$ cat src/rtl/hazard_pkg.sv
// Shared types for the forwarding / load-use controller: stage record,
// FSM state encoding and the bubble constant.
package hazard_pkg;

   localparam int REG_AW = 5;

   typedef struct packed {
      logic [REG_AW-1:0] da;
      logic              rw;
      logic              load;
   } stage_t;

   typedef enum logic {
      RUN   = 1'b0,
      STALL = 1'b1
   } fsm_t;

   localparam stage_t BUBBLE = '{da: '0, rw: 1'b0, load: 1'b0};

endpackage

$ cat src/rtl/hazard_cmp.sv
// Per-operand comparator: matches a decode source address against the
// EX and WB stage records and flags a load still sitting in EX.
module hazard_cmp
   import hazard_pkg::*;
(
   input  logic [REG_AW-1:0] src,
   input  logic              sel,
   input  stage_t            ex_rec,
   input  stage_t            wb_rec,
   output logic              ex_match,
   output logic              wb_match,
   output logic              load_hit
);

   logic src_live;

   // R0 reads and constant/PC operands never depend on an in-flight write.
   assign src_live = !sel && (src != '0);
   assign ex_match = src_live && ex_rec.rw && (src == ex_rec.da);
   assign wb_match = src_live && wb_rec.rw && (src == wb_rec.da);
   assign load_hit = ex_match && ex_rec.load;

endmodule

$ cat src/rtl/hazard_forward_ctrl.sv
// Forwarding select and load-use stall controller: holds the EX/WB
// destination records, gates the operand-mux hazard selects and counts stalls.
module hazard_forward_ctrl
   import hazard_pkg::*;
#(
   parameter int REG_AW = hazard_pkg::REG_AW,
   parameter int CNT_W  = 16
) (
   input  logic              clk,
   input  logic              reset,
   input  logic              dec_valid,
   input  logic [REG_AW-1:0] AA,
   input  logic [REG_AW-1:0] BA,
   input  logic              MA,
   input  logic              MB,
   input  logic [REG_AW-1:0] DA,
   input  logic              RW,
   input  logic              MD_load,
   input  logic              flush,
   output logic              EX_Hazard_A,
   output logic              EX_Hazard_B,
   output logic              WB_Hazard_A,
   output logic              WB_Hazard_B,
   output logic              stall,
   output logic [CNT_W-1:0]  stall_cnt
);

   function automatic logic [CNT_W-1:0] sat_inc(input logic [CNT_W-1:0] v);
      if (&v) return v;
      return v + {{(CNT_W-1){1'b0}}, 1'b1};
   endfunction

   stage_t            ex_rec_p1;
   stage_t            wb_rec_p2;
   fsm_t              state_q;
   fsm_t              state_d;
   logic [CNT_W-1:0]  stall_cnt_q;

   logic a_ex_match, a_wb_match, a_load_hit;
   logic b_ex_match, b_wb_match, b_load_hit;
   logic load_use;
   logic kill_p0;

   hazard_cmp u_cmp_a (
      .src      (AA),
      .sel      (MA),
      .ex_rec   (ex_rec_p1),
      .wb_rec   (wb_rec_p2),
      .ex_match (a_ex_match),
      .wb_match (a_wb_match),
      .load_hit (a_load_hit)
   );

   hazard_cmp u_cmp_b (
      .src      (BA),
      .sel      (MB),
      .ex_rec   (ex_rec_p1),
      .wb_rec   (wb_rec_p2),
      .ex_match (b_ex_match),
      .wb_match (b_wb_match),
      .load_hit (b_load_hit)
   );

   // Decode stage (p0): combinational hazard and stall evaluation.
   assign load_use    = dec_valid && (a_load_hit || b_load_hit);
   assign stall       = load_use && !flush;
   assign EX_Hazard_A = dec_valid && a_ex_match && !stall;
   assign EX_Hazard_B = dec_valid && b_ex_match && !stall;
   assign WB_Hazard_A = dec_valid && a_wb_match && !stall;
   assign WB_Hazard_B = dec_valid && b_wb_match && !stall;
   assign kill_p0     = stall || flush || !dec_valid;
   assign stall_cnt   = stall_cnt_q;

   // EX (p1) and WB (p2) stage records.
   always_ff @(posedge clk) begin
      if (reset) begin
         ex_rec_p1 <= BUBBLE;
         wb_rec_p2 <= BUBBLE;
      end else begin
         wb_rec_p2 <= ex_rec_p1;
         if (kill_p0)
            ex_rec_p1 <= BUBBLE;
         else
            ex_rec_p1 <= '{da: DA, rw: RW, load: MD_load};
      end
   end

   always_ff @(posedge clk) begin
      if (reset) begin
         state_q     <= RUN;
         stall_cnt_q <= '0;
      end else begin
         state_q <= state_d;
         if (stall)
            stall_cnt_q <= sat_inc(stall_cnt_q);
      end
   end

   // The stalled load has advanced to WB by the next cycle, so STALL always
   // falls back to RUN.
   always_comb begin
      state_d = state_q;
      case (state_q)
         RUN:     if (stall) state_d = STALL;
         STALL:   state_d = RUN;
         default: state_d = RUN;
      endcase
   end

endmodule
$ cat config.mk
export PLATFORM = sky130hd
export DESIGN_NAME = hazard_forward_ctrl
export DESIGN_NICKNAME = d
export VERILOG_FILES = /design/src/rtl/hazard_pkg.sv /design/src/rtl/hazard_cmp.sv /design/src/rtl/hazard_forward_ctrl.sv
export SDC_FILE = /design/constraint.sdc
export NUM_CORES = 1
export LEC_CHECK = 0
export BUFFER_PORTS_ARGS = -buffer_cell sky130_fd_sc_hd__buf_2
export CAP_MARGIN = 10
export CORE_MARGIN = 5
export CORE_UTILIZATION = 35
export DETAILED_ROUTE_END_ITERATION = 6
export HOLD_SLACK_MARGIN = 0.05
export MAX_ROUTING_LAYER = met4
export PLACE_DENSITY = 0.54
export SLEW_MARGIN = 15
export SYNTH_ARGS = -nofsm -noshare
export SYNTH_HDL_FRONTEND = slang
export SYNTH_HIERARCHICAL = 1
export SYNTH_SLANG_ARGS = --single-unit
$ cat constraint.sdc
create_clock -name clk -period 2.85 [get_ports clk]
set_input_delay 0.1425 -clock clk [delete_from_list [all_inputs] [get_ports clk]]
set_output_delay 0.1425 -clock clk [all_outputs]
set_load 0.02 [all_outputs]
==> reports/qor.yml, run 1 <==
status: "finished, final reports clean"
cp-start-kind: "flip-flop"
placementRows: 24
dp_cells: 271
vias: 1419
wl_per_cell_um: 13.31
drive_gt1_share_pct: 27.75
clkTransAtPathRegs_ps: 70
avgSynthCellArea_sq_um: 8.668
cts_buffers: 5
finalNetCount: 250
drv_slew: 0
worstHoldEndpoint: "ex_rec_p1[0]"
dieWidth_um: 76.77
finalSetupViolCount: 0
min_from: "MD_load"
clk_latency_ps: 270
relSlewSlack_pct: 61.08
grt_pass1_wl_mm: 6.375
firstDrtPassIters: 4
postCtsSetupBuffers: 0
synth.cell_area_sq_um: 1560
synth_fp_nets: 204
core_sq_um: 4354
fillCellCount: 463
track_usage_pct: 13.35
timing.rr.start: "ex_rec_p1[6]"
overflow: 0
globalplace.congestion: 0.7736
period_share_pct: 83.47
io_buffers: 43
fmax_ghz: 0.4204
drt_iter0_drc: 48
report.power.total_uw: 845.5
dieArea_sq_um: 5893
syn_to_final_growth_pct: 23.18
cts_tree: "done"
antenna_found_initial: 0
r2r_setup_slack_ps: 470
tns_ps: 0
min_period_ps: 2379
hpwl_mm: 2.882
drt-vias-per-instance: 5.086
die_h_um: 76.77
use_met3_pct: 3.981
hold_depth: 2
max_cap_violations: 0
synthCells: 180
grtUsageMet2_pct: 20.54
cp.arrival_ps: 2580
initial_core_util_pct: 35.83
yosysWarnings: 6
cts.repair.resized: 0
io_pins: 44
totalWireLength_mm: 3.714
grt.busiest_layer: "met2"
path_max_fanout: 10
cellPowerDensity_nw_per_um2: 439.9
grt_setup_unrepaired: "no"
endpoint_kind: "flip-flop"
diodes: 0
critPathRequiredTime_ps: 3050
reg2reg_depth: 7
drtAntennaViolNets: 0
cts_sinks: 29
ir_drop_v: 0.0003429
clockRootBuffer: "clkbuf_8"
tightestPinTransition_ps: 579.3
critical_path_class: "reg2reg"
utilization_pct: 44.14
ctsHoldBuffers: 0
final_hold_viol_count: 0
hp-class: "in2reg"
htree_levels: 2
grt_pass1_vias: 1382
grtUsageMet1_pct: 16.75
cts_max_path_buffers: 2
grt_max_degree: 25
crit-reg2reg-capture: "stall_cnt[8]"
fin_cells: 279
drc: 0
fin_skew_ps: 6.159
leakagePower_uw: 0.0007295
## area by class of cell
type | count | area [sq um] | share of cell area (%)
Multi-Input combinational cell | 137 | 914.6 | 47.59
Clock inverter | 1 | 5.005 | 0.2604
Tap cell | 52 | 65.06 | 3.385
Clock buffer | 7 | 96.34 | 5.013
Timing Repair Buffer | 45 | 230.2 | 11.98
Sequential cell | 29 | 580.6 | 30.21
Inverter | 8 | 30.03 | 1.563
## power by group
group,total [uW],switching [uW],internal [uW]
combinational,60.2,30.3,29.9
clock,372,154,218
sequential,413,3.89,409
## worst max-delay path by stage
stage / cells past startpoint / start / end
2_1_floorplan: 8 / ex_rec_p1[5] / stall_cnt[8]
3_3_place_gp: 7 / ex_rec_p1[6] / stall_cnt[8]
3_5_place_dp: 7 / ex_rec_p1[6] / stall_cnt[8]
4_1_cts: 7 / ex_rec_p1[6] / stall_cnt[8]
5_1_grt: 7 / ex_rec_p1[3] / stall_cnt[7]
6_report: 7 / ex_rec_p1[6] / stall_cnt[8]
## layer usage
layer,share of wire (%),up-vias
met4,0.62,0
met3,5.0,2
met1,47,641
met2,47,26
li1,-,750
met5,0,-
## critical path, cell delays in order (launching register included)
cell and delay (ps):
dfxtp_1 400, xnor2_1 150, nand4_1 130, nor3_1 170, or2_2 170, or4b_1 600, or4_1 550, a21oi_1 140
## cell usage in the layout (no fill, tap or decap), types with 8 or more instances in the layout
cell type	instances
dfxtp_1	29
a21oi_1	13
nor3_1	8
nand3_1	10
xnor2_1	20
nor2b_1	8
inv_1	8
and2_1	8
buf_2	43
## flip-flops by register name (all words and copies together) (netlist names)
signal     count
stall_cnt     16
ex_rec_p1      7
wb_rec_p2      6
## per-stage QoR
| stage | worst slack, ps | hold slack, ps | area (sq um) |
|---|---|---|---|
| 5_1_grt | 254.6 | 69.16 | 1922 |
| 3_5_place_dp | 481.3 | 345.1 | 1821 |
| 6_report | 471.2 | 61.62 | 1922 |
| 3_3_place_gp | 481.7 | 343.9 | 1821 |
| 4_1_cts | 462.5 | 54.77 | 1922 |
| 2_1_floorplan | 689.0 | 214.1 | 1560 |
No activity file was read; power rests on OpenSTA's default activity.
==> inputs of run 2 (changes only) <==
--- a/config.mk
+++ b/config.mk
@@ -12,7 +12,7 @@
 export DETAILED_ROUTE_END_ITERATION = 6
 export HOLD_SLACK_MARGIN = 0.05
 export MAX_ROUTING_LAYER = met4
-export PLACE_DENSITY = 0.54
+export PLACE_DENSITY = 0.56
 export SLEW_MARGIN = 15
 export SYNTH_ARGS = -nofsm -noshare
 export SYNTH_HDL_FRONTEND = slang
==> constraint.sdc (replaced) <==
create_clock -name clk -period 2.05 [get_ports clk]
set_input_delay 0.1025 -clock clk [delete_from_list [all_inputs] [get_ports clk]]
set_output_delay 0.1025 -clock clk [all_outputs]
set_load 0.02 [all_outputs]
==> run 2 against run 1 <==
Compared with the run above: the flow now finishes with violations (negative setup slack); sequential share of layout area is 3.7 points lower; clock skew increased by 4.8 ps; flip-flop and latch count is the same; worst hold slack better by 200 ps; non-clock buffer count grew 29; first-iteration DRC count grew 75%; fmax rose by 7.4%; count of clock-buffer cells in the layout decreased by 1; via count is 9.4% higher; power up 34%; largest power group unchanged.
==> reports/qor.yml, run 2 (same netlist as run 1, synthesis figures left out) <==
status: "finished, violations left"
violations: "negative setup slack"
reg2reg_depth: 7
layout_setup_ws_ps: -165.2
drc: 0
critical_path_class: "reg2reg"
drv_slew: 0
wl_per_cell_um: 13.52
layout_common_cells: "43 x buf_2, 24 x dfxtp_1, 24 x buf_4"
grt_pass1_vias: 1503
globalplace.congestion: 0.8221
syn_to_final_growth_pct: 43.30
placementRows: 24
grt_pass1_wl_mm: 7.107
ir_drop_v: 0.0003080
clk_latency_ps: 280
fin_hold_ws_ps: 264.8
endpoint_kind: "flip-flop"
drt-vias-per-instance: 5.006
io_buffers: 43
crit-reg2reg-capture: "stall_cnt[7]"
min_period_ps: 2215
antenna_found_initial: 0
fin_cells: 310
cts_max_path_buffers: 2
multi_input_area_sq_um: 1001
fin_skew_ps: 10.96
cts_tree: "done"
io_pins: 44
diodes: 0
min_from: "flush"
drtAntennaViolNets: 0
finalNetCount: 281
tightestPinTransition_ps: 580.9
timing.rr.start: "ex_rec_p1[5]"
hp-class: "in2reg"
hold_depth: 5
dp_cells: 290
pre_cts_ws_ps: -168.7
period_share_pct: 108.1
firstDrtPassIters: 4
dieWidth_um: 76.77
layout_commonest_cell: "buf_2"
totalWireLength_mm: 4.190
cellPowerDensity_nw_per_um2: 505.8
clkTransAtPathRegs_ps: 60
regArea_sq_um: 591.8
finalSetupViolCount: 16
drt_iter0_drc: 84
hpwl_mm: 3.049
fillCellCount: 410
largest_reg_flops: 16
die_h_um: 76.77
grt_setup_unrepaired: "yes"
dieArea_sq_um: 5893
overflow: 0
cp.arrival_ps: 2410
fmax_ghz: 0.4514
worstHoldEndpoint: "stall_cnt[4]"
htree_levels: 2
cts_buffers: 5
relSlewSlack_pct: 60.98
place_area_sq_um: 1996
cts_sinks: 29
grt_max_degree: 25
leakagePower_uw: 0.0008793
clockRootBuffer: "clkbuf_8"
postLayoutCellArea_sq_um: 2236
vias: 1552
path_max_fanout: 7
final_hold_viol_count: 0
initial_core_util_pct: 35.83
max_cap_violations: 0
cp-start-kind: "flip-flop"
critPathRequiredTime_ps: 2250
track_usage_pct: 15.01
r2r_setup_slack_ps: -170
core_sq_um: 4354
drive_gt1_share_pct: 39.15
## run 2: routing by layer
layer  vias to the layer above  track usage (%)  wire length, um
met5                         -                -                0
met4                         0            3.671               16
met3                         2            3.630              205
met2                        31            23.09             1977
met1                       701            19.81             1990
li1                        818                -                -
## run 2: cell type report
| type | count | share of cell area, % |
|---|---|---|
| Sequential cell | 29 | 26.47 |
| Multi-Input combinational cell | 139 | 44.77 |
| Timing Repair Buffer | 74 | 20.82 |
| Clock inverter | 2 | 0.4477 |
| Inverter | 8 | 1.343 |
| Tap cell | 52 | 2.910 |
| Clock buffer | 6 | 3.246 |
## run 2: where the power goes
| group | internal (uW) | switching, uW |
|---|---|---|
| clock network | 234 | 206 |
| logic | 66.3 | 50.0 |
| registers | 568 | 6.12 |
| total | 869 | 262 |
## run 2: through the flow
step	total power, uW	setup TNS [ps]	util (%)
floorplan	632.1	-420.2	-
global placement	689.7	-1385	45.83
detailed placement	690.0	-1272	45.83
CTS	1146	-1118	50.86
global route	1187	-2947	51.35
finish	1131	-1335	51.35
## run 2: worst max-delay path, stage by stage, from the launching register on
cell and delay [ps]:
dfxtp_4 360, xnor2_2 140, o2111ai_2 120, nor3_1 220
or2_4 180, or4b_4 490, or4_1 480, a21oi_1 150
## run 2: worst max path at each step
stage                             from            to  cells past startpoint
final                     ex_rec_p1[5]  stall_cnt[7]                      7
after detailed placement  ex_rec_p1[4]  stall_cnt[8]                      7
after floorplan           ex_rec_p1[5]  stall_cnt[8]                      8
after global placement    ex_rec_p1[4]  stall_cnt[8]                      7
after global routing      ex_rec_p1[5]  stall_cnt[8]                      7
after CTS                 ex_rec_p1[5]  stall_cnt[8]                      7
## run 2: repair_timing
item                                    CTS  global route
hold buffers                              7             0
gates cloned                              2             0
gates resized for setup                   7             3
pin swaps                                10             1
setup buffers                             2             1
endpoints found under the setup margin   14            20
endpoints found under the hold margin     7             0
